File: config.mk
export PLATFORM = sky130hd
export DESIGN_NAME = nibble_serial_adder
export DESIGN_NICKNAME = d
export VERILOG_FILES = /design/src/rtl/nibble_serial_adder.sv
export SDC_FILE = /design/constraint.sdc
export NUM_CORES = 1
export LEC_CHECK = 0
export CAP_MARGIN = 15
export CORE_UTILIZATION = 48
export CTS_BUF_LIST = sky130_fd_sc_hd__clkbuf_16
export CTS_CLUSTER_SIZE = 16
export DETAILED_ROUTE_END_ITERATION = 7
export PLACE_DENSITY = 0.82
export SLEW_MARGIN = 0
export SYNTH_ARGS = -nofsm -noshare
export SYNTH_HDL_FRONTEND = slang
export SYNTH_SLANG_ARGS = --single-unit
File: constraint.sdc
create_clock -name clk -period 2.1 [get_ports clk]
set_input_delay 0.21 -clock clk [delete_from_list [all_inputs] [get_ports clk]]
set_output_delay 0.21 -clock clk [all_outputs]
set_load 0.005 [all_outputs]
File: src/rtl/nibble_serial_adder.sv
// nibble_serial_adder
//   Adds two WIDTH-bit operands four bits per clock through an external
//   combinational 4-bit lookahead carry adder that has no carry-in. The
//   carry between nibbles is folded back in here, and the full-width
//   result is assembled nibble by nibble.
//
// Parameters
//   WIDTH            operand/result width (multiple of 4, at least 4)
//
// Ports
//   clk, rst         rising-edge clock, asynchronous active-high reset
//   i_in_valid       operand pair valid
//   o_in_ready       block can accept operands (IDLE)
//   i_in_a, i_in_b   operands
//   o_add_a/o_add_b  nibble driven to the external adder (0 outside RUN)
//   i_add_sum        adder Sum, combinational from o_add_a/o_add_b
//   i_add_cout       adder C_out
//   o_out_valid      result valid (DONE)
//   i_out_ready      downstream accepts result
//   o_out_sum        (in_a + in_b) mod 2^WIDTH
//   o_out_cout       carry out of bit WIDTH-1
//   o_busy           state is not IDLE
//   o_out_ovf        signed overflow; present only with NSA_OVERFLOW_EN
//
// Build option
//   NSA_OVERFLOW_EN  adds the o_out_ovf port and its overflow register.

module nibble_serial_adder #(
  parameter int WIDTH = 16
) (
  input  logic             clk,
  input  logic             rst,
  input  logic             i_in_valid,
  output logic             o_in_ready,
  input  logic [WIDTH-1:0] i_in_a,
  input  logic [WIDTH-1:0] i_in_b,
  output logic [3:0]       o_add_a,
  output logic [3:0]       o_add_b,
  input  logic [3:0]       i_add_sum,
  input  logic             i_add_cout,
  output logic             o_out_valid,
  input  logic             i_out_ready,
  output logic [WIDTH-1:0] o_out_sum,
  output logic             o_out_cout,
`ifdef NSA_OVERFLOW_EN
  output logic             o_out_ovf,
`endif
  output logic             o_busy
);

  localparam int NIB = WIDTH / 4;
  localparam int IW  = (NIB > 1) ? $clog2(NIB) : 1;
  localparam logic [IW-1:0] LAST_IDX = IW'(NIB - 1);

  typedef enum logic [1:0] {
    IDLE = 2'd0,
    RUN  = 2'd1,
    DONE = 2'd2
  } state_t;

  state_t           r_state;
  state_t           w_next;
  logic [WIDTH-1:0] r_a;
  logic [WIDTH-1:0] r_b;
  logic [IW-1:0]    r_idx;
  logic             r_carry;
  logic [WIDTH-1:0] r_sum;
  logic             r_cout;

  logic [3:0]       w_aNib;
  logic [3:0]       w_bNib;
  logic [3:0]       w_s;
  logic             w_c;
  logic             w_accept;
  logic             w_last;

  // Nibble selection from the latched operands for the current index.
  always_comb begin
    w_aNib = r_a[4*int'(r_idx) +: 4];
    w_bNib = r_b[4*int'(r_idx) +: 4];
  end

  // Carry fixup: the external adder has no carry-in, so the inter-nibble
  // carry is added afterwards. A second carry can only arise when the
  // adder produced 4'hF and the incoming carry is 1.
  always_comb begin
    w_s = i_add_sum + {3'b000, r_carry};
    w_c = i_add_cout | ((&i_add_sum) & r_carry);
  end

  always_ff @(posedge clk or posedge rst) begin
    if (rst) begin
      r_state <= IDLE;
    end else begin
      r_state <= w_next;
    end
  end

  always_comb begin
    w_next      = r_state;
    o_in_ready  = 1'b0;
    o_out_valid = 1'b0;
    o_add_a     = 4'h0;
    o_add_b     = 4'h0;
    w_accept    = 1'b0;
    w_last      = (r_idx == LAST_IDX);
    case (r_state)
      IDLE: begin
        o_in_ready = 1'b1;
        if (i_in_valid) begin
          w_accept = 1'b1;
          w_next   = RUN;
        end
      end
      RUN: begin
        o_add_a = w_aNib;
        o_add_b = w_bNib;
        if (w_last) begin
          w_next = DONE;
        end
      end
      DONE: begin
        o_out_valid = 1'b1;
        if (i_out_ready) begin
          w_next = IDLE;
        end
      end
      default: begin
        w_next = IDLE;
      end
    endcase
  end

  always_ff @(posedge clk or posedge rst) begin
    if (rst) begin
      r_a     <= '0;
      r_b     <= '0;
      r_idx   <= '0;
      r_carry <= 1'b0;
      r_sum   <= '0;
      r_cout  <= 1'b0;
    end else if (w_accept) begin
      r_a     <= i_in_a;
      r_b     <= i_in_b;
      r_idx   <= '0;
      r_carry <= 1'b0;
    end else if (r_state == RUN) begin
      r_sum[4*int'(r_idx) +: 4] <= w_s;
      r_carry                   <= w_c;
      if (w_last) begin
        r_cout <= w_c;
      end else begin
        r_idx <= r_idx + 1'b1;
      end
    end
  end

`ifdef NSA_OVERFLOW_EN
  logic r_ovf;

  // Signed overflow is decided on the final nibble, where w_s[3] is the
  // result sign bit and the latched operand MSBs are the operand signs.
  always_ff @(posedge clk or posedge rst) begin
    if (rst) begin
      r_ovf <= 1'b0;
    end else if (r_state == RUN && w_last) begin
      r_ovf <= (r_a[WIDTH-1] == r_b[WIDTH-1]) & (w_s[3] != r_a[WIDTH-1]);
    end
  end

  assign o_out_ovf = r_ovf;
`endif

  assign o_out_sum  = r_sum;
  assign o_out_cout = r_cout;
  assign o_busy     = (r_state != IDLE);

endmodule
==> impl_metrics.env, run 1 <==
export IMPL_status="finished clean"
export IMPL_synth_common_cells="54 x dfrtp_1, 30 x mux2_4, 16 x a22o_1, 8 x and2_1, 8 x mux4_2"
export IMPL_drv_slew=0
export IMPL_cp_data_arrival_time_ns=1.88
export IMPL_cp_cell_sequence="mux4_2 > and2_1 > clkdlybuf4s50_1"
export IMPL_syn_to_final_growth_pct=38.11
export IMPL_drive_gt1_frac=0.2621
export IMPL_firstDrtPassIters=4
export IMPL_die_x_um=75.65
export IMPL_root_buffer="clkbuf_16"
export IMPL_grt_util_all_layers=0.1945
export IMPL_hold_class="input port to async pin"
export IMPL_syn_instance_count=168
export IMPL_fin_skew_ns=0.004183
export IMPL_synth_edf_count=0
export IMPL_synth_nets=216
export IMPL_gp_congestion=0.7256
export IMPL_io_buffers=68
export IMPL_netlist_area_leader_share=0.5190
export IMPL_yosys_cell_types_count=29
export IMPL_power_density_nw_per_um2=1499
export IMPL_diodes=0
export IMPL_nFillCells=344
export IMPL_syn_mean_instance_area_um2=15.50
export IMPL_cp_slowest_cell="mux4_2"
export IMPL_numCtsBuffers=5
export IMPL_fin_tns_setup_ns=0
export IMPL_cts_sinks=54
export IMPL_fmax_ghz=0.4788
export IMPL_path_max_fanout=6
export IMPL_wl_per_cell_um=15.77
export IMPL_grt_max_degree=35
export IMPL_via_count=1668
export IMPL_synth_area_um2=2604
export IMPL_critPathLaunchType="flop"
export IMPL_ys_warn_count=0
export IMPL_start_util=0.5034
export IMPL_antenna_left=0
export IMPL_finalSetupViolCount=0
export IMPL_rrSetupSlack_ns=0.21
export IMPL_first_global_vias=1669
export IMPL_antenna_found_initial=0
export IMPL_grt_pass1_wl_um=8031
export IMPL_tightest_slew_ns=0.4674
export IMPL_fp_row_count=26
export IMPL_core_area_um2=5172
export IMPL_finalCriticalPeriod_ns=2.089
export IMPL_drt_total_wl_um=5014
export IMPL_clkLatencyLatePin_ns=0.28
export IMPL_cp_end_kind="output port"
export IMPL_dp_hpwl_um=3646
export IMPL_drtIter0Drc=107
export IMPL_die_area_um2=5723
export IMPL_timing_max_cap_violations=0
export IMPL_critPathMaxStageDelay_ns=0.52
export IMPL_die_h_um=75.65
export IMPL_path_clk_slew_ns=0.07
export IMPL_htree_num_levels=2
export IMPL_fin_crit_sh=0.9946
export IMPL_hold_violations=0
export IMPL_synth_area_leader_cell="dfrtp_1"
export IMPL_p_total_mw=5.391
export IMPL_worst_setup_path_type="flop to output port"
export IMPL_cp_required_ns=1.89
export IMPL_final_nets=295
export IMPL_synth_ff_type="dfrtp_1"
export IMPL_leakage_nw=1.648
export IMPL_cts_hold_buf=0
export IMPL_reg2reg_to="o_out_sum[6]$_DFFE_PP0P_"
export IMPL_grt_ovfl_total=0
export IMPL_final_util=0.6952
export IMPL_ios=69
export IMPL_synth_most_common_cell="dfrtp_1"
export IMPL_async_flop_share=1.000
export IMPL_r2r_cells=7
export IMPL_avgViaCountPerCell=5.245
export IMPL_cts_tree="built"
export IMPL_synth_seq_cells=54
export IMPL_drt_drc_violations_left=0
export IMPL_synth_area_top_cells="dfrtp_1 52%, mux2_4 17%, mux4_2 6.9%"
export IMPL_reg2reg_from="r_idx[0]$_DFFE_PP0P_"
export IMPL_place_area_um2=3354
export IMPL_layout_cell_area_non_filler_um2=3596
export IMPL_ir_worst_vdd_mv=0.8752
export IMPL_synth_yosys_seq_area_share=0.5190
export IMPL_relSlewSlack=0.6879
export IMPL_clock_path_buffers=2
export IMPL_worst_slack_ns=0.01131
export IMPL_pre_cts_slack_ns=0.1227
[worst max-delay path, delay by kind of cell (launching register included)]
kind,cells,cell delay [ns]
and+or+nand+nor,1,0.18
buffers and inverters,1,0.45
DFF,1,0.45
muxes,1,0.52
[worst max path at each step]
stage / from / endpoint / slack, ns
after floorplan: r_idx[0]$_DFFE_PP0P_ / o_out_sum[0]$_DFFE_PP0P_ / 0.41
after global placement: r_idx[1]$_DFFE_PP0P_ / o_add_b[3] / 0.17
after detailed placement: r_idx[0]$_DFFE_PP0P_ / o_out_sum[6]$_DFFE_PP0P_ / 0.12
after CTS: r_idx[0]$_DFFE_PP0P_ / o_add_a[3] / 0.01
after global routing: r_idx[0]$_DFFE_PP0P_ / o_add_a[0] / -0.04
final: r_idx[0]$_DFFE_PP0P_ / o_add_a[0] / 0.01
[through the flow]
step | hold slack, ns | instances
detailed placement | 0.4758 | 304
global placement | 0.4731 | 304
floorplan | 0.3581 | 168
finish | 0.2645 | 318
CTS | 0.2783 | 316
global route | 0.3049 | 318
[routing by layer]
metal | wire length (µm) | GRT usage
met1 | 2305 | 0.2639
met2 | 2487 | 0.3224
met3 | 153 | 0.03175
met4 | 66 | 0.06379
met5 | 0 | 0
[cells in the final DEF, fill, tap and decap left out, types with 3 or more instances in the layout]
cell type / netlist / routed
clkdlybuf4s50_1: 0 / 63
dfrtp_1: 54 / 52
mux2_4: 30 / 30
a22o_1: 16 / 16
buf_4: 1 / 10
mux4_2: 8 / 8
and2_1: 8 / 8
ha_1: 7 / 7
nand2_1: 5 / 5
clkbuf_16: 0 / 5
inv_1: 5 / 4
mux2_2: 3 / 3
dlymetal6s2s_1: 0 / 3
[cells by family (layout without fill, tap and decap cells)]
kind of cell / Yosys count / in the layout / share of synthesized area
AO/OA/AOI/OAI: 19 / 19 / 0.06007
buffers and inverters: 13 / 93 / 0.04085
multiplexers: 42 / 42 / 0.2590
adder cells (fa/ha/maj): 7 / 7 / 0.03364
XOR/XNOR: 2 / 2 / 0.006729
AND/OR/NAND/NOR: 31 / 31 / 0.08073
flip-flops: 54 / 54 / 0.5190
[flip-flops by register name (all words and copies together), names as in the netlist]
register / cells
r_idx: 2
o_out_sum: 16
r_b: 16
o_out_cout: 1
r_carry: 1
r_a: 16
r_state: 2
[final cells by class]
| type | instances | area (µm²) | share of cell area |
|---|---|---|---|
| multi-input cells | 101 | 1146 | 0.3187 |
| clock inverters | 3 | 63.81 | 0.01775 |
| repair buffers | 80 | 800.8 | 0.2227 |
| inverters | 5 | 18.77 | 0.005219 |
| flip-flops and latches | 54 | 1354 | 0.3765 |
| well taps | 70 | 87.58 | 0.02436 |
| clock buffers | 5 | 125.1 | 0.03479 |
[power breakdown]
part,internal (mW),switching (mW)
sequential,1.53,0.360
combinational,1.66,0.807
clock,0.678,0.346
[repair_timing]
action	CTS	global route
setup endpoints to repair	8	4
buffers inserted	4	2
resized for setup	4	3
endpoints found under the hold margin	0	0
Note: power is estimated with default switching activity, not from simulation.
==> run 2, diff against run 1 <==
CORE_MARGIN = 2   (was default)
SETUP_SLACK_MARGIN = 0.4   (was default)
==> run 2 against run 1 <==
Compared with the run above:
- global-route usage grew 0.59 points
- first-iteration DRC count fell by 19%
- die area grew 5.4%
- count of clock-buffer cells in the layout unchanged
==> impl_metrics.env, run 2 (synthesis results as in run 1) <==
export IMPL_placed_cells=305
export IMPL_drtIter0Drc=87
export IMPL_clock_path_buffers=2
export IMPL_worst_slack_ns=0.2603
export IMPL_timing_max_cap_violations=0
export IMPL_wl_per_cell_um=18.07
export IMPL_p_int_mw=4.114
export IMPL_ir_worst_vdd_mv=0.7463
export IMPL_drive_gt1_frac=0.4015
export IMPL_leakage_nw=1.721
export IMPL_cp_required_ns=1.89
export IMPL_gp_congestion=0.8042
export IMPL_antenna_found_initial=0
export IMPL_tightest_slew_ns=0.4560
export IMPL_layout_cell_area_non_filler_um2=3830
export IMPL_root_buffer="clkbuf_16"
export IMPL_drv_slew=0
export IMPL_multiInputGateArea_um2=1261
export IMPL_power_switching_mw=1.794
export IMPL_fin_tns_setup_ns=0
export IMPL_dp_hpwl_um=3806
export IMPL_pre_cts_slack_ns=0.1162
export IMPL_clock_power_share=0.128
export IMPL_start_util=0.5034
export IMPL_grt_pass1_wl_um=9280
export IMPL_syn_to_final_growth_pct=47.09
export IMPL_path_max_fanout=5
export IMPL_cp_end_kind="output port"
export IMPL_path_clk_slew_ns=0.06
export IMPL_via_count=1759
export IMPL_place_area_um2=3362
export IMPL_grt_max_degree=35
export IMPL_cp_data_arrival_time_ns=1.63
export IMPL_drt_total_wl_um=5946
export IMPL_numCtsBuffers=5
export IMPL_finalSetupViolCount=0
export IMPL_avgViaCountPerCell=5.347
export IMPL_hold_violations=0
export IMPL_grt_util_all_layers=0.2004
export IMPL_holdWs_ns=0.2558
export IMPL_first_global_vias=1869
export IMPL_htree_num_levels=2
export IMPL_die_area_um2=6030
export IMPL_status="finished clean"
export IMPL_final_nets=308
export IMPL_comb_power_share=0.557
export IMPL_p_sw_frac=0.3036
export IMPL_seqCellArea_um2=1354
export IMPL_fp_row_count=26
export IMPL_stdcell_count=329
export IMPL_cts_tree="built"
export IMPL_die_x_um=77.65
export IMPL_io_buffers=68
export IMPL_nFillCells=323
export IMPL_cts_sinks=54
export IMPL_ios=69
export IMPL_power_density_nw_per_um2=1543
export IMPL_critPathLaunchType="flop"
export IMPL_finalCriticalPeriod_ns=1.840
export IMPL_die_h_um=77.65
export IMPL_core_area_um2=5172
export IMPL_diodes=0
export IMPL_fin_crit_sh=0.8761
export IMPL_layout_common_cells="58 x clkdlybuf4s50_1, 52 x dfrtp_1, 31 x mux2_4, 19 x buf_6, 16 x a22o_1"
export IMPL_grt_ovfl_total=0
export IMPL_antenna_left=0
export IMPL_relSlewSlack=0.6955
export IMPL_drt_drc_violations_left=0
export IMPL_worst_setup_path_type="flop to output port"
export IMPL_fmax_ghz=0.5436
export IMPL_clkLatencyLatePin_ns=0.29
export IMPL_firstDrtPassIters=4
export IMPL_fin_skew_ns=0.002914
export IMPL_seqPwrFrac=0.315
export IMPL_hold_class="input port to async pin"
export IMPL_rsz0062_at_grt="true"
export IMPL_layout_cells_most_common="clkdlybuf4s50_1"
## run 2: power groups by stage
stage | Clock, mW | Combinational [mW] | Sequential [mW]
3_3_place_gp | 0 | 2.43 | 1.85
3_5_place_dp | 0 | 2.49 | 1.87
6_report | 0.754 | 3.29 | 1.86
4_1_cts | 0.771 | 2.91 | 1.84
5_1_grt | 0.825 | 3.50 | 1.92
2_1_floorplan | 0 | 1.68 | 1.75
## run 2: critical path, cell delays in order, from the launching register on
cell     delay, ns
dfrtp_2       0.45
buf_6         0.13
mux4_2        0.48
and2_4        0.18
buf_6         0.11
## run 2: path summary, 6_finish.rpt
path | cells past startpoint | endpoint | slack (ns) | from
max in group asynchronous | 3 | r_idx[1]$_DFFE_PP0P_ | 1.30 | rst
worst max-delay path | 4 | o_add_b[3] | 0.26 | r_idx[1]$_DFFE_PP0P_
worst max register to register | 7 | o_out_sum[1]$_DFFE_PP0P_ | 0.35 | r_idx[1]$_DFFE_PP0P_
worst min-delay path | 2 | o_out_sum[6]$_DFFE_PP0P_ | 0.26 | rst
min in group clk | 2 | o_out_cout$_DFFE_PP0P_ | 0.48 | o_out_cout$_DFFE_PP0P_
worst min register to register | 2 | o_out_cout$_DFFE_PP0P_ | 0.48 | o_out_cout$_DFFE_PP0P_
## run 2: cell type report
cell class / count / area share
Multi-Input combinational cell: 101 / 0.3293
Sequential cell: 54 / 0.3535
Timing Repair Buffer: 93 / 0.2529
Clock buffer: 5 / 0.03267
Tap cell: 70 / 0.02287
Clock inverter: 1 / 0.0009801
Inverter: 5 / 0.007841
## run 2: metal layers
layer  GRT usage  vias to the layer above  routed length [µm]  share of wire
li1            -                      796                   -              -
met1      0.2504                      902                2428           0.41
met2      0.3379                       53                3141           0.53
met3     0.04884                        8                 249          0.042
met4     0.07321                        0                 126          0.021
met5           0                        -                   0              0
## run 2: what timing repair did
item,4_1_cts,5_1_grt
buffers inserted,13,5
hold buffers,0,0
setup endpoints to repair,28,27
pin swaps,10,8
resized for setup,67,23
## run 2: per-stage QoR
stage	utilization	total power [mW]
after floorplan	-	3.425
after global placement	0.6500	4.277
after detailed placement	0.6500	4.359
after CTS	0.7112	5.517
after global routing	0.7404	6.240
final	0.7404	5.909
==> run 3, diff against run 2 <==
SKIP_CTS_REPAIR_TIMING = 1   (was default)
==> run 3 against run 2 <==
Compared with the run above:
- sequential share of layout area is 0.78 points higher
- via count is 0.91% lower
- wire length is 3.0% lower
- global-route usage is 1.1 points lower
- cell count is 0.30% lower
- worst hold slack worse by 0.0096 ns
- non-clock buffer count is 1 lower
- critical endpoint unchanged
==> impl_metrics.env, run 3 (synthesis results as in run 1) <==
export IMPL_status="finished clean"
export IMPL_syn_to_final_growth_pct=43.92
export IMPL_grt_max_degree=35
export IMPL_layout_cells_most_common="clkdlybuf4s50_1"
export IMPL_clock_path_buffers=2
export IMPL_wl_per_cell_um=17.58
export IMPL_hold_violations=0
export IMPL_finalSetupViolCount=0
export IMPL_start_util=0.5034
export IMPL_holdWs_ns=0.2463
export IMPL_die_area_um2=6030
export IMPL_cp_data_arrival_time_ns=1.64
export IMPL_drt_total_wl_um=5767
export IMPL_hold_class="input port to async pin"
export IMPL_wl_met3_um=244
export IMPL_grt_pass1_wl_um=8687
export IMPL_finalCriticalPeriod_ns=1.855
export IMPL_critPathTopFamily="multiplexers"
export IMPL_topRoutingLayerUsed="met4"
export IMPL_timing_max_cap_violations=0
export IMPL_root_buffer="clkbuf_16"
export IMPL_seqCellArea_um2=1354
export IMPL_antenna_found_initial=0
export IMPL_tightest_slew_ns=0.4365
export IMPL_fin_skew_ns=0.003106
export IMPL_rrSetupSlack_ns=0.30
export IMPL_drv_slew=0
export IMPL_die_h_um=77.65
export IMPL_final_nets=307
export IMPL_die_x_um=77.65
export IMPL_wl_met1_um=2415
export IMPL_avgViaCountPerCell=5.314
export IMPL_multiInputGateArea_um2=1232
export IMPL_numCtsBuffers=5
export IMPL_cp_startpoint="r_idx[1]$_DFFE_PP0P_"
export IMPL_ir_worst_vdd_mv=0.7243
export IMPL_clkLatencyLatePin_ns=0.29
export IMPL_drtIter0Drc=103
export IMPL_reg2reg_from="r_idx[0]$_DFFE_PP0P_"
export IMPL_fin_crit_sh=0.8833
export IMPL_crit_buf_inv=2
export IMPL_relSlewSlack=0.7086
export IMPL_dp_hpwl_um=3806
export IMPL_p_total_mw=5.650
export IMPL_wl_met2_um=3030
export IMPL_io_buffers=68
export IMPL_path_clk_slew_ns=0.06
export IMPL_diodes=0
export IMPL_gp_congestion=0.8042
export IMPL_drt_drc_violations_left=0
export IMPL_first_global_vias=1749
export IMPL_ios=69
export IMPL_grt_util_all_layers=0.1891
export IMPL_layout_common_cells="57 x clkdlybuf4s50_1, 52 x dfrtp_1, 30 x mux2_4, 16 x a22o_1, 12 x buf_4"
export IMPL_cts_tree="built"
export IMPL_fin_tns_setup_ns=0
export IMPL_firstDrtPassIters=4
export IMPL_reg2reg_to="o_out_sum[1]$_DFFE_PP0P_"
export IMPL_fmax_ghz=0.5391
export IMPL_cp_end_kind="output port"
export IMPL_cp_required_ns=1.89
export IMPL_power_density_nw_per_um2=1508
export IMPL_critPathMaxStageDelay_ns=0.48
export IMPL_via_count=1743
export IMPL_grt_ovfl_total=0
export IMPL_placed_cells=305
export IMPL_antenna_left=0
export IMPL_drive_gt1_frac=0.3876
export IMPL_pre_cts_slack_ns=0.1162
export IMPL_htree_num_levels=2
export IMPL_critPathLaunchType="flop"
export IMPL_worst_setup_path_type="flop to output port"
export IMPL_path_max_fanout=6
export IMPL_worst_slack_ns=0.2452
export IMPL_rsz0062_at_grt="true"
export IMPL_nFillCells=332
export IMPL_cts_sinks=54
export IMPL_fp_row_count=26
export IMPL_cp_cell_sequence="buf_6 > mux4_2 > and2_4 > clkbuf_2"
export IMPL_leakage_nw=1.721
export IMPL_r2r_cells=7
export IMPL_stdcell_count=328
export IMPL_cp_slowest_cell="mux4_2"
export IMPL_core_area_um2=5172
run 3: report_power, final:
part	switching [mW]	internal, mW	leakage [nW]
Combinational	1.06	1.98	0.992
Clock	0.336	0.424	0.0632
Sequential	0.319	1.53	0.667
Total	1.71	3.94	1.72
run 3: worst register-to-register path: cells and delay by family, from the launching register on:
| family | cells | cell delay, ns |
|---|---|---|
| and+or+nand+nor | 2 | 0.65 |
| AOI/OAI and AO/OA | 1 | 0.19 |
| DFF | 1 | 0.45 |
| buffers and inverters | 3 | 0.35 |
| adders and majority gates | 1 | 0.12 |
run 3: area by class of cell:
cell class | count | share of cell area
Clock inverter | 1 | 0.001002
Tap cell | 70 | 0.02337
Timing Repair Buffer | 92 | 0.2437
Multi-Input combinational cell | 101 | 0.3289
Clock buffer | 5 | 0.03339
Inverter | 5 | 0.008347
Sequential cell | 54 | 0.3613
run 3: worst max path at each step:
stage	slack, ns	endpoint	cells past startpoint
floorplan	0.41	o_out_sum[0]$_DFFE_PP0P_	5
global placement	0.16	o_out_sum[1]$_DFFE_PP0P_	5
detailed placement	0.12	o_add_b[2]	3
CTS	-0.21	o_add_b[2]	3
global route	0.21	o_add_b[3]	4
finish	0.25	o_add_b[3]	4
run 3: metal layers:
| metal | vias up | global-route usage |
|---|---|---|
| li1 | 795 | - |
| met1 | 885 | 0.2395 |
| met2 | 57 | 0.3121 |
| met3 | 6 | 0.05116 |
| met4 | 0 | 0.06786 |
| met5 | - | 0 |
run 3: metrics by stage:
step,util,cell area [µm²]
global route,0.7245,3747
global placement,0.6500,3362
detailed placement,0.6500,3362
floorplan,-,2604
CTS,0.6749,3491
finish,0.7245,3747
